<file path="config.mk">
export PLATFORM = sky130hd
export DESIGN_NAME = mini_cpu_mem_arbiter_flat
export DESIGN_NICKNAME = d
export VERILOG_FILES = /design/src/rtl/mini_cpu_mem_arbiter_if.sv /design/src/rtl/mini_cpu_mem_arbiter.sv /design/src/flat_wrapper.sv
export SDC_FILE = /design/constraint.sdc
export NUM_CORES = 1
export LEC_CHECK = 0
export ABC_AREA = 1
export BUFFER_PORTS_ARGS = -buffer_cell sky130_fd_sc_hd__buf_2
export CAP_MARGIN = 10
export CORE_UTILIZATION = 38
export DETAILED_ROUTE_END_ITERATION = 8
export MAX_ROUTING_LAYER = met4
export PLACE_DENSITY_LB_ADDON = 0.25
export SLEW_MARGIN = 20
export SYNTH_ARGS = -nofsm -noshare
export SYNTH_HDL_FRONTEND = slang
export SYNTH_SLANG_ARGS = --single-unit
</file>
<file path="constraint.sdc">
create_clock -name clk -period 1.75 [get_ports clk]
set_input_delay 0.35 -clock clk [delete_from_list [all_inputs] [get_ports clk]]
set_output_delay 0.35 -clock clk [all_outputs]
set_load 0.005 [all_outputs]
</file>
<file path="src/rtl/mini_cpu_mem_arbiter_if.sv">
// Bus bundle between the two requesters, the arbiter and the shared single-port RAM.
interface mini_cpu_mem_arbiter_if #(
  parameter int unsigned AW = 8,
  parameter int unsigned DW = 8
);
  logic          m0_req;
  logic          m0_we;
  logic [AW-1:0] m0_addr;
  logic [DW-1:0] m0_wdata;
  logic          m0_gnt;
  logic          m0_rvalid;
  logic [DW-1:0] m0_rdata;

  logic          m1_req;
  logic          m1_we;
  logic [AW-1:0] m1_addr;
  logic [DW-1:0] m1_wdata;
  logic          m1_gnt;
  logic          m1_rvalid;
  logic [DW-1:0] m1_rdata;

  logic          mem_en;
  logic          mem_we;
  logic [AW-1:0] mem_addr;
  logic [DW-1:0] mem_wdata;
  logic [DW-1:0] mem_rdata;

  logic [1:0]    owner;

  // Arbiter side
  modport slave (
    input  m0_req, m0_we, m0_addr, m0_wdata,
    input  m1_req, m1_we, m1_addr, m1_wdata,
    input  mem_rdata,
    output m0_gnt, m0_rvalid, m0_rdata,
    output m1_gnt, m1_rvalid, m1_rdata,
    output mem_en, mem_we, mem_addr, mem_wdata,
    output owner
  );

  // Requester / memory environment side
  modport master (
    output m0_req, m0_we, m0_addr, m0_wdata,
    output m1_req, m1_we, m1_addr, m1_wdata,
    output mem_rdata,
    input  m0_gnt, m0_rvalid, m0_rdata,
    input  m1_gnt, m1_rvalid, m1_rdata,
    input  mem_en, mem_we, mem_addr, mem_wdata,
    input  owner
  );
endinterface

</file>
<file path="src/rtl/mini_cpu_mem_arbiter.sv">
// Two-master round-robin arbiter for one single-port synchronous RAM, with a
// bounded hold so a streaming master cannot starve the other one.
module mini_cpu_mem_arbiter #(
  parameter int unsigned AW       = 8,
  parameter int unsigned DW       = 8,
  parameter int unsigned MAX_HOLD = 4
) (
  input  logic                  clk,
  input  logic                  rst,
  mini_cpu_mem_arbiter_if.slave bus
);
  localparam int unsigned HCW = 4;
  localparam logic [HCW-1:0] HOLD_LIMIT = HCW'(MAX_HOLD);
  localparam logic [HCW-1:0] HOLD_SAT   = '1;

  typedef enum logic [1:0] {
    S_IDLE = 2'd0,
    S_OWN0 = 2'd1,
    S_OWN1 = 2'd2
  } state_e;

  state_e          state_q, state_d;
  logic            last_q, last_d;     // 1 = master 1 held the last grant
  logic [HCW-1:0]  hold_q, hold_d;
  logic            rvalid0_q, rvalid0_d;
  logic            rvalid1_q, rvalid1_d;
  logic            gnt0_c, gnt1_c;
  logic [HCW-1:0]  hold_inc;

  assign hold_inc = (hold_q == HOLD_SAT) ? HOLD_SAT : hold_q + HCW'(1);

  always_ff @(posedge clk) begin
    if (rst) begin
      state_q   <= S_IDLE;
      last_q    <= 1'b1;
      hold_q    <= '0;
      rvalid0_q <= 1'b0;
      rvalid1_q <= 1'b0;
    end else begin
      state_q   <= state_d;
      last_q    <= last_d;
      hold_q    <= hold_d;
      rvalid0_q <= rvalid0_d;
      rvalid1_q <= rvalid1_d;
    end
  end

  // Grant decision, next state, hold counter and read-response tracking
  always_comb begin
    gnt0_c    = 1'b0;
    gnt1_c    = 1'b0;
    state_d   = S_IDLE;
    last_d    = last_q;
    hold_d    = '0;
    rvalid0_d = 1'b0;
    rvalid1_d = 1'b0;

    if (!rst) begin
      unique case (state_q)
        S_OWN0: begin
          if (bus.m0_req && (!bus.m1_req || hold_q < HOLD_LIMIT)) gnt0_c = 1'b1;
          else if (bus.m1_req)                                    gnt1_c = 1'b1;
        end
        S_OWN1: begin
          if (bus.m1_req && (!bus.m0_req || hold_q < HOLD_LIMIT)) gnt1_c = 1'b1;
          else if (bus.m0_req)                                    gnt0_c = 1'b1;
        end
        default: begin
          if (bus.m0_req && bus.m1_req) begin
            gnt0_c = last_q;
            gnt1_c = !last_q;
          end else begin
            gnt0_c = bus.m0_req;
            gnt1_c = bus.m1_req;
          end
        end
      endcase
    end

    if (gnt0_c) begin
      state_d   = S_OWN0;
      last_d    = 1'b0;
      hold_d    = (state_q == S_OWN0) ? hold_inc : HCW'(1);
      rvalid0_d = !bus.m0_we;
    end else if (gnt1_c) begin
      state_d   = S_OWN1;
      last_d    = 1'b1;
      hold_d    = (state_q == S_OWN1) ? hold_inc : HCW'(1);
      rvalid1_d = !bus.m1_we;
    end
  end

  // Memory port follows the granted master, idles at zero otherwise
  always_comb begin
    bus.mem_en    = 1'b0;
    bus.mem_we    = 1'b0;
    bus.mem_addr  = {AW{1'b0}};
    bus.mem_wdata = {DW{1'b0}};
    if (gnt0_c) begin
      bus.mem_en    = 1'b1;
      bus.mem_we    = bus.m0_we;
      bus.mem_addr  = bus.m0_addr;
      bus.mem_wdata = bus.m0_wdata;
    end else if (gnt1_c) begin
      bus.mem_en    = 1'b1;
      bus.mem_we    = bus.m1_we;
      bus.mem_addr  = bus.m1_addr;
      bus.mem_wdata = bus.m1_wdata;
    end
  end

  assign bus.m0_gnt    = gnt0_c;
  assign bus.m1_gnt    = gnt1_c;
  assign bus.m0_rvalid = rvalid0_q;
  assign bus.m1_rvalid = rvalid1_q;
  assign bus.m0_rdata  = bus.mem_rdata;
  assign bus.m1_rdata  = bus.mem_rdata;
  assign bus.owner     = 2'(state_q);
endmodule

</file>
<file path="src/flat_wrapper.sv">
// flat-port wrapper written by rule: the top's interface ports become plain ports
module mini_cpu_mem_arbiter_flat 
#(
  parameter int unsigned AW       = 8,
  parameter int unsigned DW       = 8,
  parameter int unsigned MAX_HOLD = 4
)
  (clk, rst, bus_m0_req, bus_m0_we, bus_m0_addr, bus_m0_wdata, bus_m1_req, bus_m1_we, bus_m1_addr, bus_m1_wdata, bus_mem_rdata, bus_m0_gnt, bus_m0_rvalid, bus_m0_rdata, bus_m1_gnt, bus_m1_rvalid, bus_m1_rdata, bus_mem_en, bus_mem_we, bus_mem_addr, bus_mem_wdata, bus_owner);
  mini_cpu_mem_arbiter_if #(.AW(AW), .DW(DW)) bus_i ();
  input  logic clk;
  input  logic rst;
  input wire logic [$bits(bus_i.m0_req)-1:0] bus_m0_req;
  input wire logic [$bits(bus_i.m0_we)-1:0] bus_m0_we;
  input wire logic [$bits(bus_i.m0_addr)-1:0] bus_m0_addr;
  input wire logic [$bits(bus_i.m0_wdata)-1:0] bus_m0_wdata;
  input wire logic [$bits(bus_i.m1_req)-1:0] bus_m1_req;
  input wire logic [$bits(bus_i.m1_we)-1:0] bus_m1_we;
  input wire logic [$bits(bus_i.m1_addr)-1:0] bus_m1_addr;
  input wire logic [$bits(bus_i.m1_wdata)-1:0] bus_m1_wdata;
  input wire logic [$bits(bus_i.mem_rdata)-1:0] bus_mem_rdata;
  output wire logic [$bits(bus_i.m0_gnt)-1:0] bus_m0_gnt;
  output wire logic [$bits(bus_i.m0_rvalid)-1:0] bus_m0_rvalid;
  output wire logic [$bits(bus_i.m0_rdata)-1:0] bus_m0_rdata;
  output wire logic [$bits(bus_i.m1_gnt)-1:0] bus_m1_gnt;
  output wire logic [$bits(bus_i.m1_rvalid)-1:0] bus_m1_rvalid;
  output wire logic [$bits(bus_i.m1_rdata)-1:0] bus_m1_rdata;
  output wire logic [$bits(bus_i.mem_en)-1:0] bus_mem_en;
  output wire logic [$bits(bus_i.mem_we)-1:0] bus_mem_we;
  output wire logic [$bits(bus_i.mem_addr)-1:0] bus_mem_addr;
  output wire logic [$bits(bus_i.mem_wdata)-1:0] bus_mem_wdata;
  output wire logic [$bits(bus_i.owner)-1:0] bus_owner;
  assign bus_i.m0_req = bus_m0_req;
  assign bus_i.m0_we = bus_m0_we;
  assign bus_i.m0_addr = bus_m0_addr;
  assign bus_i.m0_wdata = bus_m0_wdata;
  assign bus_i.m1_req = bus_m1_req;
  assign bus_i.m1_we = bus_m1_we;
  assign bus_i.m1_addr = bus_m1_addr;
  assign bus_i.m1_wdata = bus_m1_wdata;
  assign bus_i.mem_rdata = bus_mem_rdata;
  assign bus_m0_gnt = bus_i.m0_gnt;
  assign bus_m0_rvalid = bus_i.m0_rvalid;
  assign bus_m0_rdata = bus_i.m0_rdata;
  assign bus_m1_gnt = bus_i.m1_gnt;
  assign bus_m1_rvalid = bus_i.m1_rvalid;
  assign bus_m1_rdata = bus_i.m1_rdata;
  assign bus_mem_en = bus_i.mem_en;
  assign bus_mem_we = bus_i.mem_we;
  assign bus_mem_addr = bus_i.mem_addr;
  assign bus_mem_wdata = bus_i.mem_wdata;
  assign bus_owner = bus_i.owner;
  mini_cpu_mem_arbiter #(.AW(AW), .DW(DW), .MAX_HOLD(MAX_HOLD)) u_core (.clk(clk), .rst(rst), .bus(bus_i));
endmodule
</file>
==> results of run 1 <==
routing by layer:
layer,GRT usage,vias up,wire length [um]
met3,0.0374,9,234
met1,0.245,581,1400
met4,0.0833,0,41
li1,-,652,-
met2,0.376,49,1720
met5,-,-,0
registers in the layout, summed over array words and instances (netlist names):
signal / cells
u_core.last_q: 1
u_core.hold_q: 4
u_core.bus.owner: 2
u_core.bus.m0_rvalid: 1
u_core.bus.m1_rvalid: 1
kinds of logic (layout without fill, tap and decap cells):
| kind of cell | count (synthesis) | count (layout) |
|---|---|---|
| AND/OR/NAND/NOR | 84 | 84 |
| buffers and inverters | 41 | 105 |
| AO/OA/AOI/OAI | 21 | 21 |
| flip-flops | 9 | 9 |
| adder cells (fa/ha/maj) | 3 | 3 |
stage by stage:
step           power [mW]  area, sq um  setup TNS (ns)   util
6_report             2.83         1570           -4.65  0.635
5_1_grt              3.07         1570           -6.89  0.635
4_1_cts              2.48         1430           -4.29  0.579
3_5_place_dp         1.84         1240           -2.01  0.499
3_3_place_gp         1.80         1240          -0.660  0.499
2_1_floorplan        1.33          992               0      -
power breakdown:
group          leakage (nW)  internal [mW]  switching, mW  total (mW)
clock network        0.0150         0.0878         0.0709       0.159
registers            0.0748          0.275         0.0509       0.326
logic                 0.733           1.07           1.28        2.35
final cells by class:
cell class / count / area (sq um) / share of cell area
clock buffers: 4 / 26.3 / 0.0167
inverters: 15 / 71.3 / 0.0453
multi-input cells: 108 / 651 / 0.413
flip-flops and latches: 9 / 185 / 0.118
well taps: 30 / 37.5 / 0.0238
repair buffers: 79 / 503 / 0.320
repair inverters: 7 / 100 / 0.0636
placed cells by master (no fill, tap or decap), types with 2 or more instances in the layout:
master,instances
inv_8,4
o21ai_1,2
nand2_2,4
nand4_1,19
nand2_1,33
clkbuf_4,3
o21ai_2,16
nor2_1,7
inv_1,11
buf_4,13
inv_2,2
nand3_1,14
nand3_2,4
buf_2,61
o21ai_0,3
dfxtp_1,7
buf_12,3
worst max-delay path: cells and delay by family (launching register included):
family,cells,cell delay (ns)
AOI/OAI and AO/OA,1,0.13
and+or+nand+nor,3,0.28
DFF,1,0.37
buffers and inverters,4,0.46
adders and majority gates,1,0.18
how the worst max path moves through the flow:
stage,from,cells after the start,to
finish,u_core.bus.owner[1],9,bus_mem_wdata[7]
global route,u_core.hold_q[2],9,bus_mem_wdata[5]
CTS,u_core.bus.owner[0],11,bus_mem_we
detailed placement,u_core.bus.owner[0],9,bus_mem_addr[1]
global placement,u_core.bus.owner[1],10,bus_mem_addr[4]
floorplan,u_core.bus.owner[0],8,bus_mem_wdata[3]
repair_timing:
item                       CTS  global route
cloned                       4             4
pin swaps                    2            12
setup endpoints to repair   20            20
resized for setup           36            24
buffers inserted             7             0
==> impl_results.md, run 1 <==
- Setup ws final: -0.275 ns
- Grt ovf: 0
- Chip Height: 53.1 um
- Synth Area in Adders: 0.0378
- Synthesized area: 992 sq um
- Syn_nets: 207
- Number of global-route vias before repair: 1069
- R2R setup slack: 0.13 ns
- Hold Buf Count CTS: 0
- Cell Rows: 18
- Lkg Pwr: 0.823 nW
- Critical path startpoint category: register
- Synth top area share: 0.182
- Top cells by area, synth: dfxtp_1 (18%), nand2_1 (14%), buf_4 (12%)
- Critical Path Max Stage Delay: 0.37 ns
- FF-to-FF path depth: 11
- Status: finished with violations
- Fin. Hold Viols: 0
- Layout cells sized above 1: 0.554
- Core area: 2480 sq um
- Fin Hold WS: 0.265 ns
- Setup Viol. Count Final: 20
- Crit-path max FO: 5
- VDD IR max: 0.00131 V
- Hold Path Cell Cnt: 2
- Root buf cell: clkbuf_4
- Number of synthesized flops with an enable pin: 0
- Setup crit end kind: output pin
- Largest net degree at the start of global routing: 21
- Antenna fix cells: 0
- Hold crit path type: input port to register
- Ports: 86
- CTS tree: built
- DR iter-0 viols: 22
- Initial Util: 0.401
- Largest family of logic cells by synthesized area: simple AND/OR/NAND/NOR gates
- Yosys cell types: 18
- Gate Count Post-Synth: 158
- Reg-to-reg endpoint: u_core.hold_q[0]
- Max-slew violation total from the final report: 0
- Total track usage: 0.216
- FFs w/ async S/R, synth: 0
- Top FF cell, synth: dfxtp_1
- Placed insts: 233
- Clk_skew: 0.000916 ns
- Area Growth Syn to Fin: 58.6%
- Hold EP: u_core.bus.m0_rvalid
- Most frequent cell after synthesis: nand2_1
- Required @ worst endpoint: 1.40 ns
- Slew HR: 0.847
- Final HPWL DP: 2.02 mm
- Worst hold start: bus_m0_we
- Routed wire per std cell: 13.5 um
- Post-Synth XOR/XNOR Area: 0
- Nets: 272
- Ys Warns: 0
- Die W: 53.1 um
- Die area: 2820 sq um
- Max cap viols: 0
- DRC viols: 0
- Top cell by count, worst path: nand3_2
- Portion of netlist area occupied by mux cells: 0
- Clock buffer depth: 2
- CP Cell Sequence: inv_1 > ha_2 > nand3_2 > nand3_2 > nand3_4 > buf_12 > clkinv_8 > o21ai_2 > buf_2
- RSZ-0062 raised after global routing: true
- Clock latency on the worst-skew pair: 0.26 ns
- Clock transition at the registers of the reported paths: 0.06 ns
- DR pass1 iterations: 4
- Critical path class: register to output pin
- Tightest Pin Transition: 0.227 ns
- Synth Register Bits: 9
- Fmax achieved: 494 MHz
- Commonest cells post-synth: nand2_1 (37), nand4_1 (19), buf_4 (16), nand3_1 (16), o21ai_0 (16)
- Pwr/cell area: 1800 nW/um^2
- CP max stage cell: dfxtp_4
- H-tree level count: 1
- Largest area contributor in the netlist: dfxtp_1
- Simple-gate portion of the synthesized area: 0.416
- Initial antenna violation count: 0
- First-pass GRT wire length: 4.40 mm
- Vias per cell: 5.12
- Drt total wl: 3.39 mm
- WP data arrival: 1.68 ns
- Synth Area in Compound Gates: 0.106
- Fillers: 233
- Reg-to-reg startpoint: u_core.bus.owner[1]
- I/O Buffers: 61
- Dpl ws: -0.153 ns
- Antenna viol nets, final: 0
- Mean Syn Cell Area: 6.28 sq um
- Register area share after synthesis: 0.182
- Sink Count: 9
- Violated checks: setup timing
- Post-route minimum period: 2.03 ns
- RePlAce Congestion: 0.828
- Layout Cells excl Fill: 252
- Final period util: 1.16
- Number of buffers created by CTS: 3
- Vias: 1291
Note: power is estimated with default switching activity, not from simulation.
==> run 2: changes to the inputs <==
--- a/config.mk
+++ b/config.mk
@@ -5,13 +5,14 @@
 export SDC_FILE = /design/constraint.sdc
 export NUM_CORES = 1
 export LEC_CHECK = 0
-export ABC_AREA = 1
 export BUFFER_PORTS_ARGS = -buffer_cell sky130_fd_sc_hd__buf_2
 export CAP_MARGIN = 10
-export CORE_UTILIZATION = 38
+export CORE_UTILIZATION = 34
+export CTS_CLUSTER_SIZE = 20
 export DETAILED_ROUTE_END_ITERATION = 8
 export MAX_ROUTING_LAYER = met4
 export PLACE_DENSITY_LB_ADDON = 0.25
+export SETUP_SLACK_MARGIN = 0.4
 export SLEW_MARGIN = 20
 export SYNTH_ARGS = -nofsm -noshare
 export SYNTH_HDL_FRONTEND = slang
==> impl_results.md, run 2 <==
- R2R setup slack: -0.25 ns (-0.38 ns)
- Core area: 2230 sq um (-9.8%)
- Worst hold start: bus_m1_we
- Violated checks: setup timing
- RePlAce Congestion: 0.850 (+2.6%)
- Mean Syn Cell Area: 8.57 sq um (+37%)
- Syn_nets: 143 (-31%)
- Register area share after synthesis: 0.224 (+0.0420)
- DR pass1 iterations: 4 (unchanged)
- Initial antenna violation count: 0 (unchanged)
- Layout cells sized above 1: 0.689 (+0.135)
- CTS tree: built
- Cell Rows: 17 (-1)
- Hold crit path type: input port to register
- Synth Register Bits: 9 (unchanged)
- Largest area contributor in the netlist: dfxtp_1
- Hold Buf Count CTS: 0 (unchanged)
- Largest net degree at the start of global routing: 9 (-57%)
- Grt ovf: 0 (unchanged)
- WP data arrival: 2.10 ns (+0.42 ns)
- I/O Buffers: 61 (unchanged)
- Number of global-route vias before repair: 913 (-15%)
- Setup Viol. Count Final: 27 (+35%)
- Chip Height: 50.7 um (-4.6%)
- VDD IR max: 0.000434 V (-67%)
- Ys Warns: 0 (unchanged)
- FFs w/ async S/R, synth: 0 (unchanged)
- Antenna fix cells: 0 (unchanged)
- Vias per cell: 5.13 (+0.20%)
- Crit-path max FO: 5 (unchanged)
- FF-to-FF path depth: 10 (-1)
- Critical path startpoint category: register
- Top FF cell, synth: dfxtp_1
- Top cells by area, synth: dfxtp_1 (22%), a22o_1 (18%), buf_4 (15%)
- Sink Count: 9 (unchanged)
- Nets: 217 (-20%)
- Dpl ws: -0.525 ns (-0.371 ns)
- Initial Util: 0.361 (-0.0397)
- Required @ worst endpoint: 1.40 ns (about the same)
- Clock transition at the registers of the reported paths: 0.06 ns (about the same)
- Most frequent cells in the layout: buf_2 (59), buf_4 (21), a22o_1 (17)
- Synth top area share: 0.224 (+0.0420)
- Clk_skew: 0.0101 ns (+0.00917 ns)
- Max-slew violation total from the final report: 0 (unchanged)
- Die W: 50.7 um (-4.6%)
- Fmax achieved: 408 MHz (-17%)
- Setup ws final: -0.703 ns (-0.428 ns)
- Die area: 2570 sq um (-8.9%)
- Final period util: 1.40 (+0.245)
- Max cap viols: 0 (unchanged)
- Largest register FFs: 4 (unchanged)
- Lkg Pwr: 0.697 nW (-15%)
- Reg-to-reg startpoint: u_core.bus.owner[1]
- Number of buffers created by CTS: 3 (unchanged)
- Slew HR: 0.771 (-0.0764)
- Area of the multi-input gates: 606 sq um (-6.9%)
- Clock latency on the worst-skew pair: 0.27 ns (about the same)
- First-pass GRT wire length: 3.98 mm (-9.6%)
- Ports: 86 (unchanged)
- Reg-to-reg endpoint: u_core.hold_q[3]
- Post-route minimum period: 2.45 ns (+0.428 ns)
- Tightest Pin Transition: 0.342 ns (+0.116 ns)
- Gate Count Post-Synth: 94 (-41%)
- Clock buffer depth: 2 (unchanged)
- Layout Cells excl Fill: 195 (-23%)
- Drt total wl: 2.69 mm (-21%)
- CP startpoint: u_core.bus.owner[1]
- Placed insts: 178 (-24%)
- Final HPWL DP: 1.88 mm (-6.9%)
- Vias: 1001 (-22%)
- Worst setup path endpoint: bus_mem_wdata[0]
- Fillers: 195 (-16%)
- Synthesized area: 806 sq um (-19%)
- DR iter-0 viols: 12 (-45%)
- Number of synthesized flops with an enable pin: 0 (unchanged)
- H-tree level count: 1 (unchanged)
- Area Growth Syn to Fin: 75.0%
- Reg area: 185 sq um (unchanged)
- Yosys cell types: 31 (+13)
- Total track usage: 0.211 (-0.00483)
- Most common cell after layout, fill and taps aside: buf_2
- RSZ-0062 raised after global routing: true
- Commonest cells post-synth: a22o_1 (17), buf_4 (16), dfxtp_1 (9), nor2_1 (4)
- Routed wire per std cell: 13.8 um (+2.5%)
- Fin. Hold Viols: 0 (unchanged)
- Antenna viol nets, final: 0 (unchanged)
- Largest Register: u_core.hold_q
- DRC viols: 0 (unchanged)
- Most frequent cell after synthesis: a22o_1
- Root buf cell: clkbuf_4
- Critical path class: register to output pin
- Final TNS setup: -14.67 ns (-10.02 ns)
- Status: finished with violations
- Setup crit end kind: output pin
- Pwr/cell area: 613 nW/um^2 (-66%)
run 2: cell types whose count changed after synthesis, moves of 3 or more:
cell,before,now
o21ai_1,5,0
o21ai_0,16,2
nand2_1,37,3
a22o_1,0,17
nand3_1,16,3
nand4_1,19,0
clkbuf_1,3,0
nor2_1,7,4
inv_1,14,3
nand2b_1,0,3
run 2: logic make-up (layout without fill, tap and decap cells):
logic type,count (synthesis),after routing,share of synthesized area
AOI/OAI and AO/OA,32,32,0.318
buffers and inverters,25,96,0.234
and+or+nand+nor,24,26,0.165
DFF,9,9,0.224
adders and majority gates,3,3,0.0466
muxes,1,1,0.0124
run 2: how the worst min path moves through the flow:
stage	to	cells past startpoint
final	u_core.bus.m1_rvalid	2
after global placement	u_core.hold_q[0]	2
after global routing	u_core.bus.m1_rvalid	2
after detailed placement	u_core.bus.m1_rvalid	2
after floorplan	u_core.bus.owner[0]	1
after CTS	u_core.bus.m1_rvalid	2
run 2: power by group:
part	switching [mW]	internal, mW
registers	0.0118	0.222
clock network	0.0791	0.0880
logic	0.199	0.265
total	0.290	0.575
run 2: area by class of cell:
| class | count | share of cell area |
|---|---|---|
| Tap cell | 28 | 0.0248 |
| Multi-Input combinational cell | 62 | 0.429 |
| Sequential cell | 9 | 0.131 |
| Clock buffer | 4 | 0.0186 |
| Timing Repair Buffer | 88 | 0.385 |
| Inverter | 4 | 0.0106 |
run 2: stage by stage:
stage	hold WS (ns)	util	power [mW]	instance area, sq um
after global placement	0.514	0.514	0.582	1150
final	0.257	0.631	0.865	1410
after global routing	0.256	0.631	0.922	1410
after detailed placement	0.528	0.514	0.589	1150
after CTS	0.250	0.599	0.840	1340
after floorplan	0.412	-	0.459	862
run 2: what timing repair did:
action | 4_1_cts | 5_1_grt
pin swaps | 8 | 11
cloned | 2 | 0
endpoints found under the setup margin | 29 | 29
resized for setup | 19 | 7
setup buffers | 6 | 5
run 2: per-layer routing:
| metal | up-vias | part of all wire | global-route usage |
|---|---|---|---|
| met5 | - | 0 | - |
| met4 | 0 | 0.020 | 0.0787 |
| met3 | 9 | 0.066 | 0.0455 |
| met2 | 44 | 0.54 | 0.389 |
| met1 | 467 | 0.37 | 0.218 |
| li1 | 481 | - | - |
run 2: critical path, stage by stage, from the launching register on:
cell and delay [ns]:
dfxtp_2 0.33, inv_2 0.06, ha_4 0.13, or3b_1 0.35, a211o_1 0.32, and2_4 0.17
and2_4 0.17, a22o_1 0.20, buf_2 0.12
==> run 3: changes to the inputs <==
--- a/config.mk
+++ b/config.mk
@@ -12,6 +12,7 @@
 export DETAILED_ROUTE_END_ITERATION = 8
 export MAX_ROUTING_LAYER = met4
 export PLACE_DENSITY_LB_ADDON = 0.25
+export REMOVE_ABC_BUFFERS = 1
 export SETUP_SLACK_MARGIN = 0.4
 export SLEW_MARGIN = 20
 export SYNTH_ARGS = -nofsm -noshare
==> impl_results.md, run 3 (synthesized netlist as in run 2, its figures left out) <==
- Status: finished with violations
- Violated checks: setup timing
- Number of global-route vias before repair: 988 (+8.2%)
- Clk_skew: 0.00625 ns (-0.00383 ns)
- Clock transition at the registers of the reported paths: 0.07 ns (about the same)
- Hold crit path type: input port to register
- DRC viols: 0 (unchanged)
- Setup ws final: -0.763 ns (-0.0594 ns)
- Reg area: 188 sq um (+1.4%)
- Final HPWL DP: 1.98 mm (+4.9%)
- Vias per cell: 5.18 (+0.91%)
- Max cap viols: 0 (unchanged)
- Vias: 1036 (+3.5%)
- Final TNS setup: -16.25 ns (-1.58 ns)
- Grt ovf: 0 (unchanged)
- Slew HR: 0.797 (+0.0261)
- Fin. Hold Viols: 0 (unchanged)
- Core area: 2230 sq um (unchanged)
- Most frequent cells in the layout: buf_2 (59), buf_4 (23), a22o_1 (17)
- Antenna fix cells: 0 (unchanged)
- RSZ-0062 raised after global routing: true
- Die W: 50.7 um (unchanged)
- WP data arrival: 2.16 ns (+0.06 ns)
- Setup Viol. Count Final: 28 (+3.7%)
- Fmax achieved: 398 MHz (-2.4%)
- Placed insts: 185 (+3.9%)
- Fillers: 199 (+2.1%)
- Crit path buffers/inverters: 2 (unchanged)
- CTS tree: built
- Tightest Pin Transition: 0.301 ns (-0.0419 ns)
- H-tree level count: 1 (unchanged)
- RePlAce Congestion: 0.853 (+0.41%)
- Critical path class: register to output pin
- VDD IR max: 0.000394 V (-9.4%)
- Setup crit end kind: output pin
- Layout cells sized above 1: 0.703 (+0.0149)
- Top cell by count, worst path: and2_4
- Top delay family on crit path: simple AND/OR/NAND/NOR gates
- Most common cell after layout, fill and taps aside: buf_2
- GRT met3 Usage: 0.112 (+0.0667)
- Largest net degree at the start of global routing: 19 (+10)
- Layout Cells excl Fill: 200 (+2.6%)
- Root buf cell: clkbuf_4
- Required @ worst endpoint: 1.40 ns (about the same)
- Post-route minimum period: 2.51 ns (+0.0594 ns)
- Final period util: 1.44 (+0.0339)
- Total track usage: 0.240 (+0.0286)
- Crit-path max FO: 6 (+1)
- DR pass1 iterations: 4 (unchanged)
- Antenna viol nets, final: 0 (unchanged)
- Met1 usage: 0.198 (-0.0194)
- Max-slew violation total from the final report: 0 (unchanged)
- I/O Buffers: 61 (unchanged)
- Initial antenna violation count: 0 (unchanged)
- Met2 Use GR: 0.467 (+0.0778)
- Initial Util: 0.361 (unchanged)
- Clock latency on the worst-skew pair: 0.27 ns (about the same)
- Largest register FFs: 4 (unchanged)
- Cell Rows: 17 (unchanged)
- Die area: 2570 sq um (unchanged)
- Clock buffer depth: 2 (unchanged)
- Drt total wl: 2.85 mm (+6.0%)
- Critical Path Max Stage Delay: 0.37 ns (+0.02 ns)
- Largest Register: u_core.hold_q
- Chip Height: 50.7 um (unchanged)
- Number of buffers created by CTS: 3 (unchanged)
- Nets: 222 (+2.3%)
- Pwr/cell area: 622 nW/um^2 (+1.4%)
- Sink Count: 9 (unchanged)
- Area of the multi-input gates: 593 sq um (-2.1%)
- Critical path startpoint category: register
- CP Cell Sequence: inv_4 > ha_4 > or3b_4 > a211o_1 > and2_4 > and2_4 > a22o_1 > buf_2
- First-pass GRT wire length: 4.41 mm (+11%)
- Global routing's busiest layer: met2
- CP max stage cell: or3b_4
- DR iter-0 viols: 15 (+3)
- Lkg Pwr: 0.726 nW (+4.1%)
- Area Growth Syn to Fin: 79.8%
- Routed wire per std cell: 14.3 um (+3.3%)
- Ports: 86 (unchanged)
run 3: worst paths after layout:
kind                                           from                   end  slack (ns)  cells past startpoint
worst min-delay path                      bus_m0_we  u_core.bus.m0_rvalid        0.26                      2
worst max-delay path            u_core.bus.owner[1]      bus_mem_wdata[1]       -0.76                      8
worst min register to register     u_core.hold_q[0]      u_core.hold_q[0]        0.53                      2
worst max register to register  u_core.bus.owner[1]      u_core.hold_q[2]       -0.30                      9
run 3: area by class of cell:
class / instances / share of cell area
Multi-Input combinational cell: 63 / 0.409
Inverter: 4 / 0.0121
Tap cell: 28 / 0.0242
Timing Repair Buffer: 92 / 0.407
Clock buffer: 4 / 0.0181
Sequential cell: 9 / 0.130
run 3: timing repair:
action	CTS	global route
setup endpoints to repair	29	30
cloned	3	0
setup buffers	6	2
gates resized for setup	35	6
pin swaps	13	6
hold buffers	0	0
run 3: worst reg2reg max path, cell delays in order, from the launching register on:
cell     delay (ns)
dfxtp_4        0.35
inv_4          0.06
ha_4           0.12
or3b_4         0.37
a211o_1        0.32
and2_4         0.21
buf_6          0.13
buf_6          0.12
a32oi_4        0.21
nor3_1         0.07
run 3: stage by stage:
step	hold slack, ns	power, mW	area (sq um)	utilization	worst slack [ns]
after floorplan	0.419	0.384	632	-	-0.564
after global placement	0.510	0.581	1160	0.518	-0.590
after detailed placement	0.518	0.590	1160	0.518	-0.661
after CTS	0.246	0.872	1410	0.631	-0.797
after global routing	0.252	0.955	1450	0.649	-0.813
final	0.255	0.901	1450	0.649	-0.763
run 3: where the power goes:
part	switching (mW)	internal [mW]	total, mW	leakage (nW)
registers	0.0123	0.221	0.233	0.0750
clock network	0.0783	0.0881	0.166	0.0150
logic	0.204	0.297	0.502	0.636
total	0.295	0.606	0.901	0.726
run 3: routing by layer:
metal  routed length [um]  up-vias
met5                    0        -
met4                   57        0
met3                  337        6
met2                 1550       70
met1                  907      465
li1                     -      495
